<file path="src/rtl/decoder_scan_sequencer_pkg.sv">
// Shared definitions for the LED decoder scan sequencer.
//   SEL_W    : width of the decoder select word (A/B/C)
//   SEL_MAX  : highest select value (lights LED8)
//   mode_e   : stepping modes latched on start
//   state_e  : sequencer FSM states
//   dir_e    : current stepping direction (used by bounce mode)
package decoder_scan_sequencer_pkg;

    localparam int SEL_W = 3;
    localparam logic [SEL_W-1:0] SEL_MAX = 3'd7;

    typedef enum logic [1:0] {
        MODE_UP      = 2'b00,
        MODE_DOWN    = 2'b01,
        MODE_BOUNCE  = 2'b10,
        MODE_ONESHOT = 2'b11
    } mode_e;

    typedef enum logic {
        ST_IDLE = 1'b0,
        ST_RUN  = 1'b1
    } state_e;

    typedef enum logic {
        DIR_UP   = 1'b0,
        DIR_DOWN = 1'b1
    } dir_e;

endpackage

</file>
<file path="src/rtl/decoder_scan_prescaler.sv">
// Step-rate tick generator.
//   clk     : system clock
//   rst     : synchronous active-high reset
//   clr_i   : restart the count from 0 on the next edge
//   en_i    : count only while high
//   tick_o  : high during the terminal-count cycle (count == DIV-1) while enabled;
//             the consumer acts on it at the following edge
module decoder_scan_prescaler #(
    parameter int DIV = 10,
    parameter int W   = 4
) (
    input  logic clk,
    input  logic rst,
    input  logic clr_i,
    input  logic en_i,
    output logic tick_o
);

    localparam logic [W-1:0] TC = W'(DIV - 1);

    logic [W-1:0] cnt_q;

    always_ff @(posedge clk) begin
        if (rst || clr_i) begin
            cnt_q <= '0;
        end else if (en_i) begin
            cnt_q <= (cnt_q == TC) ? '0 : cnt_q + 1'b1;
        end
    end

    assign tick_o = en_i && (cnt_q == TC);

endmodule

</file>
<file path="src/rtl/decoder_scan_sequencer.sv">
// Select-word sequencer feeding a 3-to-8 LED decoder (sel_o[0]=A, [1]=B, [2]=C).
//   clk, rst     : system clock, synchronous active-high reset
//   start_i      : begin stepping (IDLE only), latches mode_i and direction
//   stop_i       : halt stepping, select value held
//   load_i       : load load_val_i into the select register, restart prescaler
//   load_val_i   : value to load
//   mode_i       : 00 up-wrap, 01 down-wrap, 10 bounce, 11 one-shot up
//   sel_o        : decoder select
//   step_o       : pulse on each stepping update of sel_o
//   wrap_o       : pulse on an endpoint event
//   busy_o       : high while in RUN
//   done_o       : pulse when a one-shot sweep reaches 7
module decoder_scan_sequencer
    import decoder_scan_sequencer_pkg::*;
#(
    parameter int PRESCALE_DIV = 10,
    parameter int PRESCALE_W   = 4
) (
    input  logic             clk,
    input  logic             rst,
    input  logic             start_i,
    input  logic             stop_i,
    input  logic             load_i,
    input  logic [SEL_W-1:0] load_val_i,
    input  logic [1:0]       mode_i,
    output logic [SEL_W-1:0] sel_o,
    output logic             step_o,
    output logic             wrap_o,
    output logic             busy_o,
    output logic             done_o
);

    state_e           state_q;
    mode_e            mode_q;
    dir_e             dir_q;
    logic [SEL_W-1:0] sel_q;
    logic             step_q;
    logic             wrap_q;
    logic             done_q;

    logic             tick;
    logic             run_entry;
    logic [SEL_W-1:0] step_sel_d;
    dir_e             step_dir_d;
    logic             step_wrap_d;
    logic             step_done_d;

    // RUN entry only happens when nothing of higher priority claims the cycle.
    assign run_entry = start_i && !stop_i && !load_i && (state_q == ST_IDLE);

    decoder_scan_prescaler #(
        .DIV (PRESCALE_DIV),
        .W   (PRESCALE_W)
    ) u_prescaler (
        .clk    (clk),
        .rst    (rst),
        .clr_i  (load_i || run_entry),
        .en_i   (state_q == ST_RUN),
        .tick_o (tick)
    );

    // Candidate next value/direction if this cycle's terminal count is taken.
    always_comb begin
        step_sel_d  = sel_q;
        step_dir_d  = dir_q;
        step_wrap_d = 1'b0;
        step_done_d = 1'b0;
        case (mode_q)
            MODE_UP: begin
                step_sel_d  = sel_q + 1'b1;
                step_wrap_d = (sel_q == SEL_MAX);
            end
            MODE_DOWN: begin
                step_sel_d  = sel_q - 1'b1;
                step_wrap_d = (sel_q == '0);
            end
            MODE_BOUNCE: begin
                // Reflect at the endpoints so no value is shown twice in a row.
                if (dir_q == DIR_UP) begin
                    if (sel_q == SEL_MAX) begin
                        step_sel_d  = SEL_MAX - 1'b1;
                        step_dir_d  = DIR_DOWN;
                        step_wrap_d = 1'b1;
                    end else begin
                        step_sel_d = sel_q + 1'b1;
                    end
                end else begin
                    if (sel_q == '0) begin
                        step_sel_d  = 3'd1;
                        step_dir_d  = DIR_UP;
                        step_wrap_d = 1'b1;
                    end else begin
                        step_sel_d = sel_q - 1'b1;
                    end
                end
            end
            MODE_ONESHOT: begin
                // Saturates at 7; a sweep started at 7 completes on its first step.
                if (sel_q != SEL_MAX) begin
                    step_sel_d = sel_q + 1'b1;
                end
                step_wrap_d = (sel_q >= SEL_MAX - 1'b1);
                step_done_d = (sel_q >= SEL_MAX - 1'b1);
            end
            default: begin
            end
        endcase
    end

    always_ff @(posedge clk) begin
        if (rst) begin
            state_q <= ST_IDLE;
            mode_q  <= MODE_UP;
            dir_q   <= DIR_UP;
            sel_q   <= '0;
            step_q  <= 1'b0;
            wrap_q  <= 1'b0;
            done_q  <= 1'b0;
        end else begin
            step_q <= 1'b0;
            wrap_q <= 1'b0;
            done_q <= 1'b0;
            if (load_i) begin
                sel_q <= load_val_i;
                if (mode_q == MODE_BOUNCE) begin
                    if (load_val_i == SEL_MAX) begin
                        dir_q <= DIR_DOWN;
                    end else if (load_val_i == '0) begin
                        dir_q <= DIR_UP;
                    end
                end
            end else if (stop_i) begin
                state_q <= ST_IDLE;
            end else if (start_i && (state_q == ST_IDLE)) begin
                state_q <= ST_RUN;
                mode_q  <= mode_e'(mode_i);
                dir_q   <= (mode_i == MODE_DOWN) ? DIR_DOWN : DIR_UP;
            end else if (tick) begin
                sel_q  <= step_sel_d;
                dir_q  <= step_dir_d;
                step_q <= 1'b1;
                wrap_q <= step_wrap_d;
                done_q <= step_done_d;
                if (step_done_d) begin
                    state_q <= ST_IDLE;
                end
            end
        end
    end

    assign sel_o  = sel_q;
    assign step_o = step_q;
    assign wrap_o = wrap_q;
    assign done_o = done_q;
    assign busy_o = (state_q == ST_RUN);

endmodule
</file>
<file path="config.mk">
export PLATFORM = sky130hd
export DESIGN_NAME = decoder_scan_sequencer
export DESIGN_NICKNAME = d
export VERILOG_FILES = /design/src/rtl/decoder_scan_sequencer_pkg.sv /design/src/rtl/decoder_scan_prescaler.sv /design/src/rtl/decoder_scan_sequencer.sv
export SDC_FILE = /design/constraint.sdc
export NUM_CORES = 1
export LEC_CHECK = 0
export ABC_CLOCK_PERIOD_IN_PS = 4500
export CAP_MARGIN = 5
export CELL_PAD_IN_SITES_DETAIL_PLACEMENT = 1
export CELL_PAD_IN_SITES_GLOBAL_PLACEMENT = 1
export CORE_ASPECT_RATIO = 0.75
export CORE_MARGIN = 2
export CORE_UTILIZATION = 36
export CTS_CLUSTER_SIZE = 20
export DETAILED_ROUTE_END_ITERATION = 16
export PLACE_DENSITY = 0.75
export SKIP_CTS_REPAIR_TIMING = 1
export SLEW_MARGIN = 10
export SYNTH_ARGS = -nofsm -noshare
export SYNTH_HDL_FRONTEND = slang
export SYNTH_HIERARCHICAL = 1
export SYNTH_SLANG_ARGS = --single-unit
</file>
<file path="constraint.sdc">
create_clock -name clk -period 4.5 [get_ports clk]
set_clock_uncertainty 0.15 [all_clocks]
set_input_delay 1.125 -clock clk [delete_from_list [all_inputs] [get_ports clk]]
set_output_delay 1.125 -clock clk [all_outputs]
set_load 0.01 [all_outputs]
</file>
==> Yosys cells after proc, flatten, opt, wreduce, memory -nomap -nowiden <==
Index checks and enable logic that the tools add are counted.
{ "totals": {"output_inout_bits": 7, "rom_bits": 0, "ramBits": 0, "ff_bits": 14, "latch_bits": 0, "n_memories": 0, "elab_cells": 83} }
{ "classes": {"reduce_logical": 23, "eq_ne": 13, "div_mod_pow": 0, "n_mul": 0, "n_bitwise": 4, "shift": 0, "magnitude_cmp": 1, "mux": 31, "n_addsub": 3} }
{ "op_table": {"columns": ["operator", "count"], "rows": [
  ["$mux 3", 8],
  ["$mux 1", 20],
  ["$pmux 3 s4", 1],
  ["$reduce_bool 3->1", 3],
  ["$eq 3x3->1 const B", 2],
  ["$logic_not 3->1", 2],
  ["$ne 3x3->1 const B", 2],
  ["$reduce_and 3->1", 2],
  ["$logic_and 1x1->1", 5],
  ["$reduce_and 5->1", 1],
  ["$reduce_or 5->1", 1],
  ["$add 4x1->4 const B", 1],
  ["$eq 2x1->1 const B", 2],
  ["$eq 2x2->1 const B", 2],
  ["$eq 4x4->1 const B", 1],
  ["$mux 4", 1],
  ["$ne 2x1->1 const B", 2],
  ["$not 1->1", 4],
  ["$pmux 1 s4", 1],
  ["$reduce_and 4->1", 1],
  ["$reduce_bool 2->1", 2],
  ["$reduce_or 4->1", 1],
  ["$add 3x1->3 const B", 1],
  ["$ge 3x3->1 const B", 1],
  ["other kinds (6)", 8]
]} }

==> Longest topological paths before layout <==
Gate-level depths: netlist of run 1.
{ "logic_depth": {"ltp_word": 8, "depth_mapped": 7, "ltp_nobuf": 7} }

==> Hierarchy <==
The synthesis of run 1 kept the hierarchy.
{ "by_module_without_submodules": {"columns": ["module", "area_per_inst_um2", "n_inst", "cells_per_inst", "seq_area_each_um2"], "rows": [
  ["decoder_scan_sequencer", 809.5, 1, 101, 200.2],
  ["decoder_scan_prescaler", 192.7, 1, 20, 80.1]
]} }

==> Worst setup path before layout of run 1 <==
Ideal clock, no wire load.
{ "synth_timing": {"path_type": "in2reg", "start": "input load_i", "end": "register dir_q", "setup_ns": 0.086, "required_ns": 4.264, "path_slack_ns": 2.260, "n_path_buf": 1, "path_stages": 4, "arrival_ns": 2.003, "cell_sequence": "or3_1 -> buf_2 -> a32o_1 -> a221oi_2"} }
{ "synth_between": {"elab_chain_len": 2, "elab_cells_between_ends": 6, "classes_between": "3 x eq/ne; 1 x mux; 2 x reduce/logical"} }
{ "synth_rtl": {"columns": ["element", "line_no", "rtl"], "rows": [
  ["from (decl)", "decoder_scan_sequencer.sv:23", "input logic load_i,"],
  ["$ne 3x1->1 (no line) (tied with other cells)", null, null],
  ["$reduce_and 5->1 (no line)", null, null],
  ["to (signal assigned)", "decoder_scan_sequencer.sv:137", "dir_q <= (mode_i == MODE_DOWN) ? DIR_DOWN : DIR_UP;"],
  ["to (signal assigned)", "decoder_scan_sequencer.sv:140", "dir_q <= step_dir_d;"],
  ["to (decl)", "decoder_scan_sequencer.sv:35", "dir_e dir_q;"]
]} }
Several ways; a longest one is shown, not always the timed one.
A chain may end at the register's enable or synchronous reset.

==> Final worst setup path of run 1 <==
Ends and elaborated chain as after synthesis.

==> reports/summary.txt, run 1 <==
status -> completed
mux contribution to synthesized area -> 0.02996
ys flop type -> dfxtp_1
routability cong. -> 0.8087
DR WL/cell -> 16.15 um
clock-pin slew on the worst setup and hold paths -> 0.06 ns
Layout Nets -> 157
max cap viols -> 0
worst path buffer plus inverter count -> 2
pin count of the biggest net entering global routing -> 15
H-tree Lvls -> 1
syn avg cell area -> 8.283 um^2
required time of the critical path -> 4.51 ns
area delta synth->final -> 23.72%
dpl ws -> 1.481 ns
TritonCTS buffer count -> 3
adder-cell share of the synthesized area -> 0.1248
register-to-register setup slack -> 2.28 ns
Post-synth ARST share -> 0
setup violators final -> 0
CP max stage delay -> 0.75 ns
TNS Setup -> 0 ns
Max transition margin -> 0.5896
largest family of logic cells by synthesized area -> simple AND/OR/NAND/NOR gates
Placement Cell Area -> 1185 um^2
Synth Area in Compound Gates -> 0.2360
non-filler instance count after layout -> 172
DRC viols -> 0
cell-by-cell trace of the critical path -> clkdlybuf4s50_1 -> inv_1 -> o2111ai_1 -> o311ai_0 -> a221oi_2
most frequent cells in the layout -> 16 x clkdlybuf4s50_1, 14 x nand2_1, 14 x dfxtp_1, 10 x ha_1
post-DP HPWL -> 2156 um
Setup crit start kind -> input pin
initial core utilization -> 0.3822
leak pwr -> 0.4826 nW
worst vdd ir -> 0.1151 mV
initial antenna violation count -> 0
register bit total from synthesis -> 14
Arr. time, crit path -> 2.77 ns
worst setup margin -> 1.741 ns
delay-heaviest family, CP -> buffers and inverters
synth warn -> 6
antenna-violating nets left -> 0
Reg-to-Reg Start -> busy_o$_SDFFE_PP0P_
Cells after Synth -> 121
Net Count, Synth -> 141
Core Region -> 2623 um^2
Reg2Reg Depth -> 6
worst slew pin tran -> 0.6137 ns
crit end category -> flip-flop
Placed Cells -> 168
Hold EP -> u_prescaler/cnt_q[3]$_SDFFE_PP0P_
share of cells above drive strength 1 -> 0.08824
total grt overflow -> 0
clock tree buffer depth -> 2
row count -> 16
Worst Path Max Fanout -> 14
TritonCTS clock tree -> yes
Synth Area in XOR/XNOR -> 0.02622
worst min path class -> reg2reg
Finished Core Util -> 0.4728
# clock sinks -> 14
diodes inserted -> 0
Pwr Density -> 255.9 nW/um^2
Ports -> 17
global-route wire length before repair -> 4878 um
Buffers on Ports -> 16
Syn Std Cell Area -> 1002 um^2
EDFF count, synth -> 0
fin. max-slew vios -> 0
worst r2r dst -> sel_o[1]$_SDFFE_PP0P_
Min Clock Period, post-route -> 2.759 ns
Yosys cell types -> 41
Initial DRT Pass Iterations -> 4
Tcrit/Tclk final -> 0.6131
FMAX -> 0.3624 GHz
clock root buffer -> clkbuf_8
worst skew pair latency -> 0.25 ns
RSZ-0062 raised after global routing -> false
Die Wd -> 64.93 um
Hold Worst Slack -> 0.3715 ns
initial DRC count -> 36
commonest non-fill, non-tap cell in the layout -> clkdlybuf4s50_1
Die Area -> 3226 um^2
overall power -> 317.3 uW
cell area after layout -> 1240 um^2
Vias -> 941
Slowest-stage cell, CP -> clkdlybuf4s50_1
Via density -> 5.471
sequential element share of the synthesized area -> 0.2797
gr usage total -> 0.1989
Hold Path Stages -> 2
Final Hold Fails -> 0
Die H -> 49.70 um
total wire length -> 2778 um
CP Class -> in2reg
simple-gate share of the synthesized area -> 0.2472
Hold Startpoint -> u_prescaler/cnt_q[3]$_SDFFE_PP0P_
vias in the first global route -> 972
how the worst max path moves through the flow:
stage	from	cells after the start	slack (ns)	to
5_1_grt	load_i	5	1.66	dir_q$_SDFFE_PP0P_
3_5_place_dp	load_i	5	1.48	dir_q$_SDFFE_PP0P_
2_1_floorplan	load_i	4	2.26	dir_q$_SDFFE_PP0P_
6_report	load_i	5	1.74	dir_q$_SDFFE_PP0P_
4_1_cts	load_i	5	1.75	dir_q$_SDFFE_PP0P_
3_3_place_gp	load_i	4	1.56	dir_q$_SDFFE_PP0P_
metal layers:
| layer | up-vias | wire length (um) | global-route usage |
|---|---|---|---|
| met5 | - | 0 | 0 |
| met4 | 0 | 34 | 0.04965 |
| met3 | 7 | 114 | 0.05708 |
| met2 | 18 | 1221 | 0.2938 |
| met1 | 449 | 1407 | 0.2827 |
| li1 | 467 | - | - |
registers in the layout (all words and copies together) (netlist names):
| register | flops |
|---|---|
| sel_o | 3 |
| dir_q | 1 |
| busy_o | 1 |
| u_prescaler/cnt_q | 4 |
| done_o | 1 |
| wrap_o | 1 |
| step_o | 1 |
| mode_q | 2 |
area by class of cell:
cell class                      instances  area [um^2]
Fill cell                             321         1383
Multi-Input combinational cell         93        665.6
Sequential cell                        14        280.3
Timing Repair Buffer                   16        160.2
Clock buffer                            4        55.05
Tap cell                               36        45.04
Inverter                                9        33.78
where the power goes:
group | internal, mW | leakage, nW | switching (mW) | total [mW]
combinational | 0.0267 | 0.340 | 0.0298 | 0.0565
sequential | 0.128 | 0.114 | 0.00727 | 0.135
clock | 0.0777 | 0.0288 | 0.0483 | 0.126
total | 0.232 | 0.483 | 0.0854 | 0.317
cells by family (layout without fill, tap and decap cells):
kind of cell | Yosys count | in the layout
flip-flops | 14 | 14
multiplexers | 3 | 3
buffers and inverters | 14 | 29
adder cells (fa/ha/maj) | 10 | 10
AO/OA/AOI/OAI | 33 | 33
XOR/XNOR | 3 | 3
AND/OR/NAND/NOR | 44 | 44
worst reg2reg max path: stages (launching register included):
cell and delay (ns):
dfxtp_1 0.46, nand2_2 0.11, nor3b_1 0.28, nor2b_1 0.28, nand3_1 0.20, or4_1 0.53
o32ai_1 0.11
Yosys cell counts (3+ instances only):
library cell  instances  area (um^2)
nor3_1                4        20.02
dfxtp_1              14        280.3
a21oi_1               9        45.04
or3_1                 3        18.77
o21ai_0               7        35.03
ha_1                 10        125.1
nor2b_1               6        37.54
inv_1                 9        33.78
buf_2                 3        15.01
nand3_1               4        20.02
mux2i_1               3        30.03
nand2_1              14        52.55
(Power assumes the default switching activity.)
==> run 2: changes to the inputs <==
ABC_CLOCK_PERIOD_IN_PS = 2600   (was 4500)
clock period = 2.6 ns   (was 4.5 ns; I/O delays follow)
==> run 2 against run 1 <==
Against the previous run:
- first-iteration DRC count fell by 28%
- combinational power is 81% higher
- via count grew 3.2%
- power is 72% higher
- register-to-register slack got worse by 1.9 ns
- flip-flop and latch count stayed put
- setup slack got worse by 1.3 ns
- wire length is 3.7% lower
- cell count is 2.3% higher
- non-clock buffer count is 4 higher
- sequential power up 72%
- critical path type is now reg2out
- critical endpoint is now sel_o[2]
- largest power group unchanged
- highest routed layer unchanged
==> reports/summary.txt, run 2 (same netlist as run 1, synthesis figures left out) <==
status -> completed
Tcrit/Tclk final -> 0.8384
Hold Path Stages -> 2 (unchanged)
RSZ-0062 raised after global routing -> false
global-route wire length before repair -> 4609 um (-5.5%)
leak pwr -> 0.5024 nW (+4.1%)
cell-by-cell trace of the critical path -> clkdlybuf4s50_1
Vias -> 971 (+3.2%)
share of cells above drive strength 1 -> 0.1143 (+0.02605)
Reg2Reg Depth -> 6 (unchanged)
Arr. time, crit path -> 1.38 ns (-1.39 ns)
worst vdd ir -> 0.2790 mV (+140%)
total wire length -> 2674 um (-3.7%)
Hold Startpoint -> u_prescaler/cnt_q[3]$_SDFFE_PP0P_
worst skew pair latency -> 0.24 ns (about the same)
Core Region -> 2623 um^2 (unchanged)
initial core utilization -> 0.3822 (unchanged)
Die Wd -> 64.93 um (unchanged)
DR WL/cell -> 15.19 um (-5.9%)
Die H -> 49.70 um (unchanged)
clock tree buffer depth -> 2 (unchanged)
crit end category -> primary output
row count -> 16 (unchanged)
combinational fraction of design power -> 0.187 (+0.009)
worst path buffer plus inverter count -> 1 (-1)
commonest non-fill, non-tap cell in the layout -> clkdlybuf4s50_1
Slowest-stage cell, CP -> clkdlybuf4s50_1
gr usage total -> 0.1842 (-0.01476)
initial antenna violation count -> 0 (unchanged)
max cap viols -> 0 (unchanged)
clock share of power -> 0.387 (-0.010)
pin count of the biggest net entering global routing -> 12 (-3)
Reg-to-Reg Start -> u_prescaler/cnt_q[3]$_SDFFE_PP0P_
required time of the critical path -> 1.80 ns (-2.71 ns)
delay-heaviest family, CP -> buffers and inverters
Ports -> 17 (unchanged)
Layout Nets -> 161 (+2.5%)
TNS Setup -> 0 ns (unchanged)
Setup crit start kind -> flip-flop
# clock sinks -> 14 (unchanged)
Seq pwr share -> 0.425 (about the same)
TritonCTS clock tree -> yes
non-filler instance count after layout -> 176 (+2.3%)
Final Hold Fails -> 0 (unchanged)
worst slew pin tran -> 0.4170 ns (-0.1967 ns)
Initial DRT Pass Iterations -> 4 (unchanged)
clock root buffer -> clkbuf_8
crit path from -> sel_o[2]$_SDFFE_PP0P_
Buffers on Ports -> 16 (unchanged)
Placed Cells -> 172 (+2.4%)
Psw -> 139.8 uW (+64%)
Worst Path Max Fanout -> 11 (-3)
H-tree Lvls -> 1 (unchanged)
clock-pin slew on the worst setup and hold paths -> 0.05 ns (about the same)
Finished Core Util -> 0.4843 (+0.01145)
fin. max-slew vios -> 0 (unchanged)
most frequent cells in the layout -> 16 x clkdlybuf4s50_1, 14 x nand2_1, 14 x dfxtp_1, 10 x ha_1
setup violators final -> 0 (unchanged)
antenna-violating nets left -> 0 (unchanged)
CP Class -> reg2out
switch share -> 0.2567 (-0.01234)
routability cong. -> 0.7729 (-4.4%)
DRC viols -> 0 (unchanged)
CP max stage delay -> 0.61 ns (-0.14 ns)
worst min path class -> reg2reg
CP Depth -> 1 (-4)
Via density -> 5.517 (+0.84%)
Min Clock Period, post-route -> 2.180 ns
FMAX -> 0.4588 GHz
number of flip-flops in the largest register -> 4 (unchanged)
diodes inserted -> 0 (unchanged)
vias in the first global route -> 1019 (+4.8%)
P_int -> 404.9 uW (+75%)
TritonCTS buffer count -> 3 (unchanged)
Largest Register -> u_prescaler/cnt_q
area delta synth->final -> 26.72%
total grt overflow -> 0 (unchanged)
Placement Cell Area -> 1215 um^2 (+2.5%)
cell area after layout -> 1270 um^2 (+2.4%)
Die Area -> 3226 um^2 (unchanged)
initial DRC count -> 26 (-28%)
Pwr Density -> 428.9 nW/um^2 (+68%)
post-DP HPWL -> 2167 um (+0.54%)
Max transition margin -> 0.7185 (+0.1289)
run 2: cell count changes in the layout (fill, tap and decap cells not counted):
cell,change
buf_4,+4
run 2: final timing paths:
| check | endpoint | slack [ns] |
|---|---|---|
| max reg2reg | sel_o[1]$_SDFFE_PP0P_ | 0.42 |
| min reg2reg | u_prescaler/cnt_q[3]$_SDFFE_PP0P_ | 0.36 |
| min | u_prescaler/cnt_q[3]$_SDFFE_PP0P_ | 0.36 |
| max | sel_o[2] | 0.42 |
run 2: routing by layer:
| metal | up-vias | share of wire | global-route usage |
|---|---|---|---|
| met5 | - | 0 | 0 |
| met4 | 0 | 0.0030 | 0.02128 |
| met3 | 2 | 0.040 | 0.05479 |
| met2 | 19 | 0.48 | 0.3093 |
| met1 | 477 | 0.48 | 0.2402 |
| li1 | 473 | - | - |
run 2: power by group through the flow:
| stage | logic, mW | clock network [mW] | registers (mW) |
|---|---|---|---|
| after floorplan | 0.0594 | 0 | 0.233 |
| after global placement | 0.0992 | 0 | 0.236 |
| after detailed placement | 0.102 | 0 | 0.236 |
| after CTS | 0.103 | 0.216 | 0.232 |
| after global routing | 0.114 | 0.228 | 0.233 |
| final | 0.102 | 0.211 | 0.232 |
run 2: final cells by class:
type	instances	area, um^2
Clock buffer	4	55.05
Timing Repair Buffer	20	190.2
Inverter	9	33.78
Sequential cell	14	280.3
Fill cell	317	1353
Tap cell	36	45.04
Multi-Input combinational cell	93	665.6
run 2: metrics by stage:
stage	hold WS (ns)	total power, mW	setup slack (ns)
2_1_floorplan	0.3044	0.2924	0.6631
3_3_place_gp	0.3380	0.3354	0.2857
3_5_place_dp	0.3504	0.3382	0.2190
4_1_cts	0.3617	0.5503	0.4066
5_1_grt	0.3950	0.5755	0.2162
6_report	0.3634	0.5447	0.4202
